==> config.mk <==
export PLATFORM = sky130hd
export DESIGN_NAME = rv32i_multicycle_ctrl
export DESIGN_NICKNAME = d
export VERILOG_FILES = /design/src/rtl/rv32i_multicycle_ctrl.sv
export SDC_FILE = /design/constraint.sdc
export NUM_CORES = 1
export LEC_CHECK = 0
export CELL_PAD_IN_SITES_DETAIL_PLACEMENT = 1
export CELL_PAD_IN_SITES_GLOBAL_PLACEMENT = 1
export CORE_AREA = 2 2 85 87
export CTS_CLUSTER_SIZE = 25
export DETAILED_ROUTE_END_ITERATION = 6
export DIE_AREA = 0 0 87 89
export PLACE_DENSITY = 0.77
export SYNTH_ARGS = -nofsm -noshare
export SYNTH_HDL_FRONTEND = slang
export SYNTH_SLANG_ARGS = --single-unit
==> constraint.sdc <==
create_clock -name clk -period 2.3 [get_ports clk]
set_input_delay 0.46 -clock clk [delete_from_list [all_inputs] [get_ports clk]]
set_output_delay 0.46 -clock clk [all_outputs]
set_load 0.02 [all_outputs]
==> src/rtl/rv32i_multicycle_ctrl.sv <==
`default_nettype none
// ============================================================================
// Module  : rv32i_multicycle_ctrl
// Brief   : Multi-cycle FETCH/DECODE/EXEC/MEM/WB sequencer for the RV32I datapath.
// Revision: 1.0 - initial release
// ============================================================================
module rv32i_multicycle_ctrl #(
  parameter int XLEN = 32
) (
  input  logic            clk,
  input  logic            rst_n,
  input  logic [XLEN-1:0] instr,
  input  logic            branch_taken,
  input  logic            imem_ready,
  input  logic            dmem_ready,
  output logic            imem_req,
  output logic            dmem_req,
  output logic            dmem_we,
  output logic            ir_we,
  output logic            pc_we,
  output logic [1:0]      pc_sel,
  output logic [1:0]      alu_a_sel,
  output logic            alu_b_sel,
  output logic [1:0]      wb_sel,
  output logic            reg_we,
  output logic            trap,
  output logic [XLEN-1:0] instret
);

  typedef enum logic [2:0] {
    S_IDLE   = 3'd0,
    S_FETCH  = 3'd1,
    S_DECODE = 3'd2,
    S_EXEC   = 3'd3,
    S_MEM    = 3'd4,
    S_WB     = 3'd5,
    S_TRAP   = 3'd6
  } state_t;

  localparam logic [6:0] c_OP_LOAD   = 7'b0000011;
  localparam logic [6:0] c_OP_IMM    = 7'b0010011;
  localparam logic [6:0] c_OP_STORE  = 7'b0100011;
  localparam logic [6:0] c_OP_REG    = 7'b0110011;
  localparam logic [6:0] c_OP_BRANCH = 7'b1100011;
  localparam logic [6:0] c_OP_JAL    = 7'b1101111;
  localparam logic [6:0] c_OP_JALR   = 7'b1100111;
  localparam logic [6:0] c_OP_LUI    = 7'b0110111;
  localparam logic [6:0] c_OP_AUIPC  = 7'b0010111;

  state_t          r_state;
  logic [6:0]      r_opcode;
  logic [XLEN-1:0] r_instret;
  logic            w_valid_op;
  logic            w_retire;
  logic            w_unused_instr_hi;

  // Only the opcode field matters to the sequencer.
  assign w_unused_instr_hi = ^instr[XLEN-1:7];

  always_comb begin
    w_valid_op = 1'b0;
    case (instr[6:0])
      c_OP_LOAD, c_OP_IMM, c_OP_STORE, c_OP_REG, c_OP_BRANCH,
      c_OP_JAL, c_OP_JALR, c_OP_LUI, c_OP_AUIPC: w_valid_op = 1'b1;
      default:                                   w_valid_op = 1'b0;
    endcase
  end

  // An instruction retires on its last cycle: branch EXEC, completed store, or WB.
  assign w_retire = ((r_state == S_EXEC) && (r_opcode == c_OP_BRANCH)) ||
                    ((r_state == S_MEM) && (r_opcode == c_OP_STORE) && dmem_ready) ||
                    (r_state == S_WB);

  always_ff @(posedge clk or negedge rst_n) begin
    if (!rst_n) begin
      r_state   <= S_IDLE;
      r_opcode  <= 7'd0;
      r_instret <= '0;
    end else begin
      if (w_retire) r_instret <= r_instret + XLEN'(1);
      case (r_state)
        S_IDLE:   r_state <= S_FETCH;
        S_FETCH:  if (imem_ready) r_state <= S_DECODE;
        S_DECODE: begin
          r_opcode <= instr[6:0];
          r_state  <= w_valid_op ? S_EXEC : S_TRAP;
        end
        S_EXEC: begin
          case (r_opcode)
            c_OP_BRANCH:          r_state <= S_FETCH;
            c_OP_LOAD, c_OP_STORE: r_state <= S_MEM;
            default:              r_state <= S_WB;
          endcase
        end
        S_MEM:    if (dmem_ready) r_state <= (r_opcode == c_OP_STORE) ? S_FETCH : S_WB;
        S_WB:     r_state <= S_FETCH;
        S_TRAP:   r_state <= S_TRAP;
        default:  r_state <= S_IDLE;
      endcase
    end
  end

  always_comb begin
    imem_req  = 1'b0;
    dmem_req  = 1'b0;
    dmem_we   = 1'b0;
    ir_we     = 1'b0;
    pc_we     = 1'b0;
    pc_sel    = 2'd0;
    alu_a_sel = 2'd0;
    alu_b_sel = 1'b0;
    wb_sel    = 2'd0;
    reg_we    = 1'b0;
    trap      = 1'b0;
    case (r_state)
      S_FETCH: begin
        imem_req = 1'b1;
        ir_we    = imem_ready;
        pc_we    = imem_ready;
      end
      S_EXEC: begin
        case (r_opcode)
          c_OP_IMM, c_OP_LOAD, c_OP_STORE: alu_b_sel = 1'b1;
          c_OP_LUI: begin
            alu_a_sel = 2'd2;
            alu_b_sel = 1'b1;
          end
          c_OP_AUIPC: begin
            alu_a_sel = 2'd1;
            alu_b_sel = 1'b1;
          end
          c_OP_BRANCH: begin
            pc_we  = branch_taken;
            pc_sel = 2'd1;
          end
          c_OP_JAL: begin
            pc_we  = 1'b1;
            pc_sel = 2'd1;
          end
          c_OP_JALR: begin
            alu_b_sel = 1'b1;
            pc_we     = 1'b1;
            pc_sel    = 2'd2;
          end
          default: ;
        endcase
      end
      S_MEM: begin
        dmem_req = 1'b1;
        dmem_we  = (r_opcode == c_OP_STORE);
      end
      S_WB: begin
        reg_we = 1'b1;
        if (r_opcode == c_OP_LOAD)
          wb_sel = 2'd1;
        else if ((r_opcode == c_OP_JAL) || (r_opcode == c_OP_JALR))
          wb_sel = 2'd2;
      end
      S_TRAP:  trap = 1'b1;
      default: ;
    endcase
  end

  assign instret = r_instret;

endmodule
`default_nettype wire

Yosys cells after proc, flatten, opt, wreduce, memory -nomap -nowiden:

Index checks and enable logic that the tools add are counted.

* div/mod/pow operators: 0
* reduce and logical (&&, ||, !) cells: 14
* bitwise operators: 0
* equality and inequality tests: 25
* shift operators: 0
* multiplexer cells: 24
* magnitude comparators: 0
* $mul: 0
* $add $sub $neg: 1

Operators by type and width (count)
* equality test 7 bit (second input constant): 6
* equality test 7 x 6 -> 1 bit (second input constant): 5
* adder 32 x 1 -> 32 bit (second input constant): 1
* equality test 7 x 5 -> 1 bit (second input constant): 4
* one-hot mux 3 bit (6 select lines): 1
* equality test 7 x 2 -> 1 bit (second input constant): 2
* two-way mux 3 bit: 4
* two-way mux 2 bit: 5
* equality test 3 bit (second input constant): 3
* two-way mux 1 bit: 9
* OR reduction 9 bit: 1
* one-hot mux 2 bit (2 select lines): 2
* OR reduction 2 bit: 4
* equality test 3 x 2 -> 1 bit (second input constant): 2
* one-hot mux 3 bit (2 select lines): 1
* OR reduction 6 bit: 1
* inequality test 2 bit (second input constant): 2
* one-hot mux 1 bit (2 select lines): 2
* equality test 3 x 1 -> 1 bit (second input constant): 1
* logical AND 1 bit: 3
* logical NOT 3 bit: 1
* logical OR 1 bit: 3
* AND reduction 2 bit: 1

* memories kept: 0
* output and inout bits: 46
* bits of input ports: 37
* register bits after elaboration: 42
* bits in read-only memories: 0
* bits in writable memories: 0
* latch bits: 0
* logic and storage cells: 67

Longest topological paths before layout:

Gate-level depths: netlist of run 1.

* word-level depth: 5
* gate-level depth with buffers: 7
* gate-level depth less buffers: 5

Worst setup path before layout of run 1:

Ideal clock, no wire load.

* path type: flip-flop to output port
* start point: register r_state[2]
* end point: output port alu_a_sel[1]
* stages on the path, launching flop included: 5
* data arrival time: 1.763 ns
* required time: 1.840 ns
* path slack: 0.077 ns
* buffers on the path: 1
* cells stage by stage: dfrtp_1 buf_2 nand3b_4 or3_1 nor4b_1

* word-level cells in the longest chain between the ends: 2

Ends and longest elaborated chain
* start, declared: line 50 `state_t r_state;`
* start signal, assigned: line 86 `r_state <= w_valid_op ? S_EXEC : S_TRAP;`
* start signal, assigned: line 95 `S_MEM: if (dmem_ready) r_state <= (r_opcode == c_OP_STORE) ? S_FETCH : S_WB;`
* equality test 3 x 2 -> 1 bit: line 115 `case (r_state)`
* two-way mux 2 bit: line 115
* end, declared: line 22 `output logic [1:0] alu_a_sel,`

No other way between the ends.

Final worst setup path of run 1:

* start point: register r_opcode[4]
* end point: output port pc_sel[1]

* word-level cells in the longest chain between the ends: 4
* elaborated cells between the ends (all ways): 6
* classes of those cells: 3 x eq/ne; 2 x mux; 1 x reduce/logical

Ends and longest elaborated chain
* start, declared: line 51 `logic [6:0] r_opcode;`
* start signal, assigned: line 85 `r_opcode <= instr[6:0];`
* equality test 7 bit: line 122 `case (r_opcode)`
* OR reduction 2 bit (no line)
* one-hot mux 2 bit (2 select lines) *: line 122
* two-way mux 2 bit *: line 115
* end, declared: line 21 `output logic [1:0] pc_sel,`

Mark *: on every way between the ends. The rest lies on a longest branch, timed or not.

==> flow_summary.json, run 1 <==
{
  "final_util_pct": 46.1,
  "cts_sinks": 42,
  "powerDensity_mw_per_mm2": 780,
  "switching_share_pct": 34.8,
  "wl_mm": 5.63,
  "rsz0062_at_grt": "true",
  "dp_slack_ns": -0.112,
  "synthTopCellsByArea": "dfrtp_1 (46%), xor2_1 (8.1%), nor3_2 (4.4%)",
  "layout.nets": 321,
  "slew_viol_final": 0,
  "die_y_um": 89,
  "synthCells": 210,
  "p_leak_nw": 1.35,
  "worst_slew_pin_slew_ns": 0.638,
  "max-vdd-ir-drop_uv": 295,
  "grt_pass1_vias": 2007,
  "setup_tns_ns": 0,
  "synthesis.nets": 248,
  "skew_ns": 0.0113,
  "clock_latency_ns": 0.29,
  "grt_pass1_wl_mm": 9.67,
  "worstPathRequired_ns": 1.84,
  "p_seq_share_pct": 40.8,
  "p_int_mw": 1.58,
  "use_met2_pct": 26.5,
  "fmax_ghz": 0.447,
  "clockPowerShare_pct": 19.9,
  "period_minus_slack_ns": 2.24,
  "synth.largest_area_cell": "dfrtp_1",
  "grt_usage_pct": 15.8,
  "gr-max-usage-layer": "met2",
  "hold_viol": 0,
  "critPathCaptureType": "output port",
  "antenna_found_initial": 0,
  "comb_power_share_pct": 39.3,
  "critPathArrivalTime_ns": 1.78,
  "initial_core_util_pct": 33.9,
  "design.core.area_mm2": 0.00672,
  "dr.pass1.iters": 4,
  "via_per_inst": 5.00,
  "ys_seq_area_share_pct": 46.2,
  "drc": 0,
  "dieArea_mm2": 0.00774,
  "clockBufferDepth": 2,
  "synth_area_mm2": 0.00228,
  "rows": 30,
  "die_w_um": 87,
  "critPathKind": "flop to output port",
  "cts_buffers": 5,
  "area_growth_pct": 36.2,
  "fin_crit_sh_pct": 97.3,
  "multi_input_area_mm2": 0.00113,
  "power_mw": 2.42,
  "cts_tree": "done",
  "power_switching_mw": 0.841,
  "grt_remaining_overflow": 0,
  "yosysWarnings": 0,
  "wire_per_inst_um": 15.5,
  "syn_avg_cell_area_um2": 10.8,
  "status": "finished, final reports clean",
  "num_io_pins": 83,
  "hp-class": "primary input to asynchronous set/reset pin",
  "yosysUniqueCellTypes": 48,
  "via_count": 1820,
  "synth_seq_cells": 42,
  "relSlewSlack_pct": 57.3,
  "path_clk_slew_ns": 0.08,
  "htreeDepth": 2,
  "synth.top_cell.area_share_pct": 46.2,
  "regArea_mm2": 0.00105,
  "drtIter0Drc": 43,
  "place_congestion": 0.778,
  "drive_gt1_share_pct": 21.5,
  "hpwl_mm": 4.35,
  "grtUsageMet1_pct": 20.9,
  "n_fill_cell": 775,
  "setup_viol": 0,
  "cp-start-kind": "flop",
  "grt_max_degree": 23,
  "maxCapViolCount": 0,
  "met3_usage_pct": 3.42,
  "cts_setup_buffers": 0,
  "root_buffer": "clkbuf_8",
  "postRouteAntennaNets": 0,
  "path_max_fanout": 4,
  "port_buffers": 57,
  "n_antenna_cell": 0,
  "fin_ws_ns": 0.0627
}
## metrics by stage
step                hold WS, ns  area, um2  instances
floorplan                 0.164       2280        210
global placement          0.460       3020        356
detailed placement        0.459       3020        356
CTS                       0.140       3100        364
global route              0.150       3100        364
finish                    0.123       3100        364
## worst max-delay path, cell delays in order, from the launching register on
cell and delay [ns]:
dfrtp_1 0.37, nand3b_1 0.23, nor2_2 0.21, nand3_1 0.12
nor3b_1 0.20, dlygate4sd2_1 0.36
## cell families (layout without fill, tap and decap cells)
logic type               after synthesis  in the layout  share of synthesized area [%]
AO/OA/AOI/OAI                         17             17                           5.06
XOR/XNOR                              31             31                           11.9
adder cells (fa/ha/maj)                1              1                          0.550
buffers and inverters                 16             90                           4.34
flip-flops                            42             42                           46.2
multiplexers                           9              9                           4.40
AND/OR/NAND/NOR                       94             94                           27.5
## state kept, by name (all words and copies together) (netlist names)
| name | cells |
|---|---|
| instret | 32 |
| r_opcode | 7 |
| r_state | 3 |
## cell type report
class / count / share of cell area (%)
multi-input cells: 152 / 36.6
flip-flops and latches: 42 / 33.9
repair buffers: 75 / 22.4
well taps: 80 / 3.23
clock buffers: 6 / 2.66
inverters: 7 / 0.847
clock inverters: 2 / 0.404
## worst paths after layout
| path | start | to | slack [ns] | depth (start not counted) |
|---|---|---|---|---|
| worst max register to register | r_opcode[3] | instret[27] | 0.12 | 7 |
| worst min-delay path | rst_n | instret[22] | 0.12 | 1 |
| max in group asynchronous | rst_n | instret[14] | 1.68 | 2 |
| worst max-delay path | r_opcode[4] | pc_sel[1] | 0.06 | 5 |
| min in group clk | instret[31] | instret[31] | 0.47 | 1 |
| worst min register to register | instret[31] | instret[31] | 0.47 | 1 |
## synthesized netlist by cell type (all sizes together)
cell     number
dfrtp        42
xor2         21
nand2        17
nor2         16
nor3         12
xnor2        10
mux2          8
buf           7
inv           7
a21oi         6
and3          6
nand4         6
nor3b         6
nand3         5
nand2b        4
and2          3
and4          3
nand3b        3
a211oi        2
clkbuf        2
nor2b         2
nor4          2
nor4b         2
o21ai         2
or3           2
a21bo         1
a21boi        1
a21o          1
a221o         1
ha            1
mux2i         1
nand4b        1
nand4bb       1
o211ai        1
o22ai         1
o41a          1
or2           1
or2b          1
or4           1
## power groups by stage
stage | sequential [mW] | clock [mW] | combinational [mW]
floorplan | 1.03 | 0 | 0.523
global placement | 0.995 | 0 | 0.947
detailed placement | 1.00 | 0 | 0.967
CTS | 0.991 | 0.505 | 0.962
global route | 1.01 | 0.533 | 1.05
finish | 0.986 | 0.481 | 0.951
## layer usage
metal / vias up / routed length [um]
met5: - / 0
li1: 871 / -
met1: 892 / 2650
met4: 0 / 38
met2: 53 / 2670
met3: 4 / 277
## layout by cell type, fill, tap and decap left out, types with 2 or more instances in the layout
| cell | instances |
|---|---|
| clkdlybuf4s50_1 | 42 |
| dfrtp_1 | 42 |
| xor2_1 | 21 |
| buf_4 | 17 |
| nand2_1 | 16 |
| nor2_1 | 15 |
| nor3_2 | 11 |
| xnor2_1 | 10 |
| mux2_2 | 8 |
| dlygate4sd2_1 | 8 |
| inv_1 | 7 |
| a21oi_1 | 6 |
| and3_1 | 6 |
| clkbuf_8 | 6 |
| nand3_1 | 5 |
| nand4_1 | 5 |
| nand2b_1 | 4 |
| nor3b_1 | 4 |
| and2_1 | 3 |
| and4_1 | 3 |
| nor2b_1 | 2 |
| nand3b_1 | 2 |
| or3_1 | 2 |
| a211oi_1 | 2 |
| nor3b_2 | 2 |
| o21ai_0 | 2 |
| buf_2 | 2 |
| clkbuf_2 | 2 |
| dlymetal6s2s_1 | 2 |
## repair_timing
action	4_1_cts	5_1_grt
hold buffers	0	0
gates resized for setup	19	8
setup endpoints to repair	12	10
hold endpoints to repair	0	0
No activity file was read; power rests on OpenSTA's default activity.
==> inputs of run 2 (changes only) <==
--- a/config.mk
+++ b/config.mk
@@ -7,9 +7,8 @@
 export LEC_CHECK = 0
-export CELL_PAD_IN_SITES_DETAIL_PLACEMENT = 1
-export CELL_PAD_IN_SITES_GLOBAL_PLACEMENT = 1
-export CORE_AREA = 2 2 85 87
+export CORE_AREA = 2 2 84 86
+export CTS_CLUSTER_DIAMETER = 50
 export CTS_CLUSTER_SIZE = 25
 export DETAILED_ROUTE_END_ITERATION = 6
-export DIE_AREA = 0 0 87 89
-export PLACE_DENSITY = 0.77
+export DIE_AREA = 0 0 86 88
+export PLACE_DENSITY = 0.62
 export SYNTH_ARGS = -nofsm -noshare
==> constraint.sdc (replaced) <==
create_clock -name clk -period 2.3 [get_ports clk]
set_input_delay 0.23 -clock clk [delete_from_list [all_inputs] [get_ports clk]]
set_output_delay 0.23 -clock clk [all_outputs]
set_load 0.02 [all_outputs]
==> run 2 against run 1 <==
Wire length shrank 9.7%. Fmax is 0.17% lower. Die area is 2.3% lower. Critical path type unchanged. Register-to-register slack better by 0.06 ns. Critical path depth stayed put. Worst hold slack better by 0.24 ns. Total power increased by 8.8%. Non-clock buffer count decreased by 4. Clock skew is 0.0062 ns lower.
==> flow_summary.json, run 2 (synthesis results as in run 1) <==
{
  "setup_tns_ns": 0,
  "skew_ns": 0.00515,
  "via_per_inst": 4.84,
  "use_met2_pct": 23.5,
  "drive_gt1_share_pct": 17.9,
  "slew_viol_final": 0,
  "period_minus_slack_ns": 2.24,
  "critPathKind": "flop to output port",
  "maxCapViolCount": 0,
  "die_w_um": 86,
  "final_util_pct": 47.1,
  "p_int_mw": 1.79,
  "grtUsageMet1_pct": 19.0,
  "layout.nets": 317,
  "drtIter0Drc": 97,
  "cts_setup_buffers": 0,
  "hp-class": "primary input to asynchronous set/reset pin",
  "rows": 30,
  "drc": 0,
  "hpwl_mm": 3.70,
  "critPathMaxStageDelay_ns": 0.63,
  "postRouteAntennaNets": 0,
  "final_cell_mix": "clkdlybuf4s50_1 (50), dfrtp_1 (42), xor2_1 (21)",
  "die_y_um": 88,
  "status": "finished, final reports clean",
  "grt_pass1_vias": 1840,
  "port_buffers": 57,
  "antenna_found_initial": 0,
  "worst_slew_pin_slew_ns": 0.542,
  "worstPathRequired_ns": 2.07,
  "rsz0062_at_grt": "false",
  "wl_mm": 5.09,
  "grt_max_degree": 30,
  "design.core.area_mm2": 0.00664,
  "path_max_fanout": 4,
  "final_cells": 360,
  "relSlewSlack_pct": 63.7,
  "hold_viol": 0,
  "fmax_ghz": 0.446,
  "initial_core_util_pct": 34.3,
  "crit_path_top_delay_cell": "clkdlybuf4s50_1",
  "final_common_cell": "clkdlybuf4s50_1",
  "n_antenna_cell": 0,
  "crit_chain": "nand3b_1, nor2_1, o211ai_1, a21oi_1, clkdlybuf4s50_1",
  "fin_crit_sh_pct": 97.4,
  "via_count": 1742,
  "cp_num_buf_inv": 1,
  "setup_viol": 0,
  "critical_path.top_delay_family": "buffers and inverters",
  "critPathArrivalTime_ns": 2.01,
  "power_switching_mw": 0.836,
  "cp-start-kind": "flop",
  "switching_share_pct": 31.8,
  "cts_buffers": 5,
  "n_fill_cell": 639,
  "dp_cells": 351,
  "met3_usage_pct": 2.54,
  "path_clk_slew_ns": 0.08,
  "p_seq_share_pct": 37.5,
  "clockPowerShare_pct": 27.4,
  "cts_sinks": 42,
  "dr.pass1.iters": 4,
  "wire_per_inst_um": 14.1,
  "clockBufferDepth": 2,
  "comb_power_share_pct": 35.1,
  "num_io_pins": 83,
  "grt_pass1_wl_mm": 8.55,
  "dieArea_mm2": 0.00757,
  "gr-max-usage-layer": "met2",
  "worst_hold_slack_ns": 0.364,
  "max-vdd-ir-drop_uv": 309,
  "area_growth_pct": 37.6,
  "cts_tree": "done",
  "place_congestion": 0.748,
  "root_buffer": "clkbuf_8",
  "grt_usage_pct": 14.1,
  "critPathCaptureType": "output port",
  "grt_remaining_overflow": 0,
  "largest_reg_flops": 32,
  "clock_latency_ns": 0.29,
  "p_leak_nw": 1.35,
  "powerDensity_mw_per_mm2": 840,
  "htreeDepth": 2
}
## run 2: final timing paths
kind / start / endpoint / slack (ns) / depth (start not counted)
worst min register to register: instret[31] / instret[31] / 0.47 / 1
worst min-delay path: rst_n / instret[4] / 0.36 / 2
worst max register to register: r_opcode[4] / instret[31] / 0.18 / 5
worst max-delay path: r_opcode[4] / pc_we / 0.06 / 5
min in group clk: instret[31] / instret[31] / 0.47 / 1
max in group asynchronous: rst_n / instret[17] / 1.23 / 3
## run 2: metrics by stage
step	instance area, um2	total power, mW	setup WS, ns
floorplan	2280	1.55	0.297
global placement	2980	1.92	0.0762
detailed placement	2980	1.93	0.0748
CTS	3130	2.66	0.0275
global route	3130	2.79	0.00373
finish	3130	2.63	0.0589
## run 2: worst reg2reg max path, cell delays in order (launching register included)
cell and delay (ns):
dfrtp_1 0.38, nand3b_1 0.20, or4_4 0.56, a21o_1 0.35
nor4b_2 0.40, xor2_1 0.17
## run 2: final cells by class
| class | instances | area [um2] | share of cell area, % |
|---|---|---|---|
| multi-input combinational | 152 | 1130 | 36.0 |
| clock buffer | 6 | 82.6 | 2.64 |
| clock inverter | 2 | 60.1 | 1.92 |
| sequential | 42 | 1050 | 33.6 |
| inverter | 7 | 26.3 | 0.839 |
| timing repair buffer | 71 | 686 | 21.9 |
| tap | 80 | 100 | 3.20 |
## run 2: timing repair
item | in CTS | in global routing
gates cloned | 0 | 0
hold buffers | 1 | 0
endpoints found under the setup margin | 4 | 2
resized for setup | 4 | 2
endpoints found under the hold margin | 13 | 0
## run 2: layer usage
layer | vias to the layer above | part of all wire, %
met1 | 829 | 50
met2 | 47 | 45
met4 | 0 | 0.63
met5 | - | 0
met3 | 6 | 4.7
li1 | 860 | -
## run 2: power groups by stage
stage	Combinational [mW]	Clock, mW	Sequential (mW)
after floorplan	0.523	0	1.03
after global placement	0.920	0	0.995
after detailed placement	0.931	0	1.00
after CTS	0.934	0.741	0.988
after global routing	1.01	0.767	1.01
final	0.923	0.722	0.985
==> inputs of run 3 (changes only) <==
- clock period: 2.3 -> 2.9 ns (I/O delays scaled with it)
==> run 3 against run 2 <==
Final cell count fell by 4.2%. Sequential power fell by 13%. Critical path type unchanged. Via count fell by 2.6%.
==> flow_summary.json, run 3 (synthesis results as in run 1) <==
{
  "status": "finished, final reports clean",
  "worstPathRequired_ns": 2.61,
  "place_congestion": 0.754,
  "dieArea_mm2": 0.00757,
  "final_common_cell": "clkdlybuf4s50_1",
  "setup_viol": 0,
  "slew_viol_final": 0,
  "clockBufferDepth": 2,
  "n_antenna_cell": 0,
  "drtIter0Drc": 72,
  "initial_core_util_pct": 34.3,
  "design.core.area_mm2": 0.00664,
  "hpwl_mm": 3.49,
  "cts-hold-fix-buffers": 0,
  "cts_resized": 0,
  "cts_sinks": 42,
  "grt_pass1_wl_mm": 8.45,
  "cts_tree": "done",
  "antenna_found_initial": 0,
  "p_leak_nw": 1.18,
  "powerDensity_mw_per_mm2": 604,
  "fin_crit_sh_pct": 90.5,
  "htreeDepth": 2,
  "power_mw": 1.78,
  "worst_slew_pin_slew_ns": 0.935,
  "maxCapViolCount": 0,
  "fmax_ghz": 0.381,
  "period_minus_slack_ns": 2.62,
  "via_count": 1697,
  "setup_tns_ns": 0,
  "largest_reg_flops": 32,
  "clock_latency_ns": 0.29,
  "postRouteAntennaNets": 0,
  "wl_mm": 5.00,
  "final_cell_mix": "clkdlybuf4s50_1 (56), dfrtp_1 (42), xor2_1 (21)",
  "drc": 0,
  "critPathKind": "flop to output port",
  "met3_length_um": 286,
  "grt_max_degree": 43,
  "root_buffer": "clkbuf_8",
  "rows": 30,
  "dr.pass1.iters": 4,
  "drive_gt1_share_pct": 12.8,
  "critPathArrivalTime_ns": 2.33,
  "grt_usage_pct": 14.0,
  "skew_ns": 0.00446,
  "via_per_inst": 4.92,
  "wire_per_inst_um": 14.5,
  "cts_buffers": 5,
  "n_fill_cell": 651,
  "top_layer_used": "met4",
  "critPathCaptureType": "output port",
  "final_util_pct": 44.3,
  "path_clk_slew_ns": 0.07,
  "area_growth_pct": 29.4,
  "dr_wl_met2_mm": 2.23,
  "grt_remaining_overflow": 0,
  "layout.nets": 303,
  "die_w_um": 86,
  "drt-met1-wl_mm": 2.42,
  "cp-start-kind": "flop",
  "hp-class": "primary input to asynchronous set/reset pin",
  "port_buffers": 57,
  "hold_viol": 0,
  "cts_setup_buffers": 0,
  "num_io_pins": 83,
  "die_y_um": 88,
  "relSlewSlack_pct": 37.7,
  "grt_pass1_vias": 1722,
  "rsz0062_at_grt": "false",
  "path_max_fanout": 11,
  "max-vdd-ir-drop_uv": 237
}
run 3: cell count changes in the layout (fill, tap and decap cells not counted), sizes merged:
cell and change:
dlygate4sd2 -4, clkdlybuf4s50 +6, bufinv -2, buf -13, clkbuf +1, dlymetal6s2s -2, dlygate4sd3 -1
run 3: layout make-up:
cell class | count | area, um2 | share of cell area [%]
Clock buffer | 7 | 76.3 | 2.59
Inverter | 7 | 26.3 | 0.892
Multi-Input combinational cell | 152 | 1130 | 38.2
Sequential cell | 42 | 1050 | 35.7
Tap cell | 80 | 100 | 3.40
Timing Repair Buffer | 57 | 566 | 19.2
run 3: critical path, stage by stage (launching register included):
cell	delay, ns
dfrtp_1	0.56
nand3b_4	0.12
or3_1	0.37
nor4b_1	0.33
clkdlybuf4s50_1	0.67
run 3: per-layer routing:
layer  global-route usage [%]  vias to the layer above
met5                        0                        -
met4                     3.46                        0
met3                     3.49                        6
met2                     23.0                       59
met1                     18.6                      801
li1                         -                      831
run 3: path summary, 6_finish.rpt:
| kind | start | to | slack (ns) | cells after the start |
|---|---|---|---|---|
| max in group asynchronous | rst_n | instret[10] | 2.18 | 1 |
| hold reg to reg | instret[31] | instret[31] | 0.47 | 1 |
| hold / removal | rst_n | r_state[1] | 0.14 | 1 |
| setup reg to reg | r_opcode[2] | instret[31] | 0.63 | 5 |
| min in group clk | instret[31] | instret[31] | 0.47 | 1 |
| setup / recovery | r_state[1] | alu_a_sel[1] | 0.28 | 4 |
run 3: power by group:
group,leakage [nW],internal [mW],switching (mW)
sequential,0.517,0.685,0.174
combinational,0.629,0.296,0.269
clock,0.0383,0.166,0.189
run 3: stage by stage:
step                      instance area [um2]  std cells  hold WS, ns  worst slack, ns
after floorplan                          2280        210     -0.00559            0.847
after global placement                   2870        338        0.459            0.561
after detailed placement                 2870        338        0.462            0.527
after CTS                                2950        345        0.177            0.283
after global routing                     2950        345        0.223           0.0510
final                                    2950        345        0.138            0.275
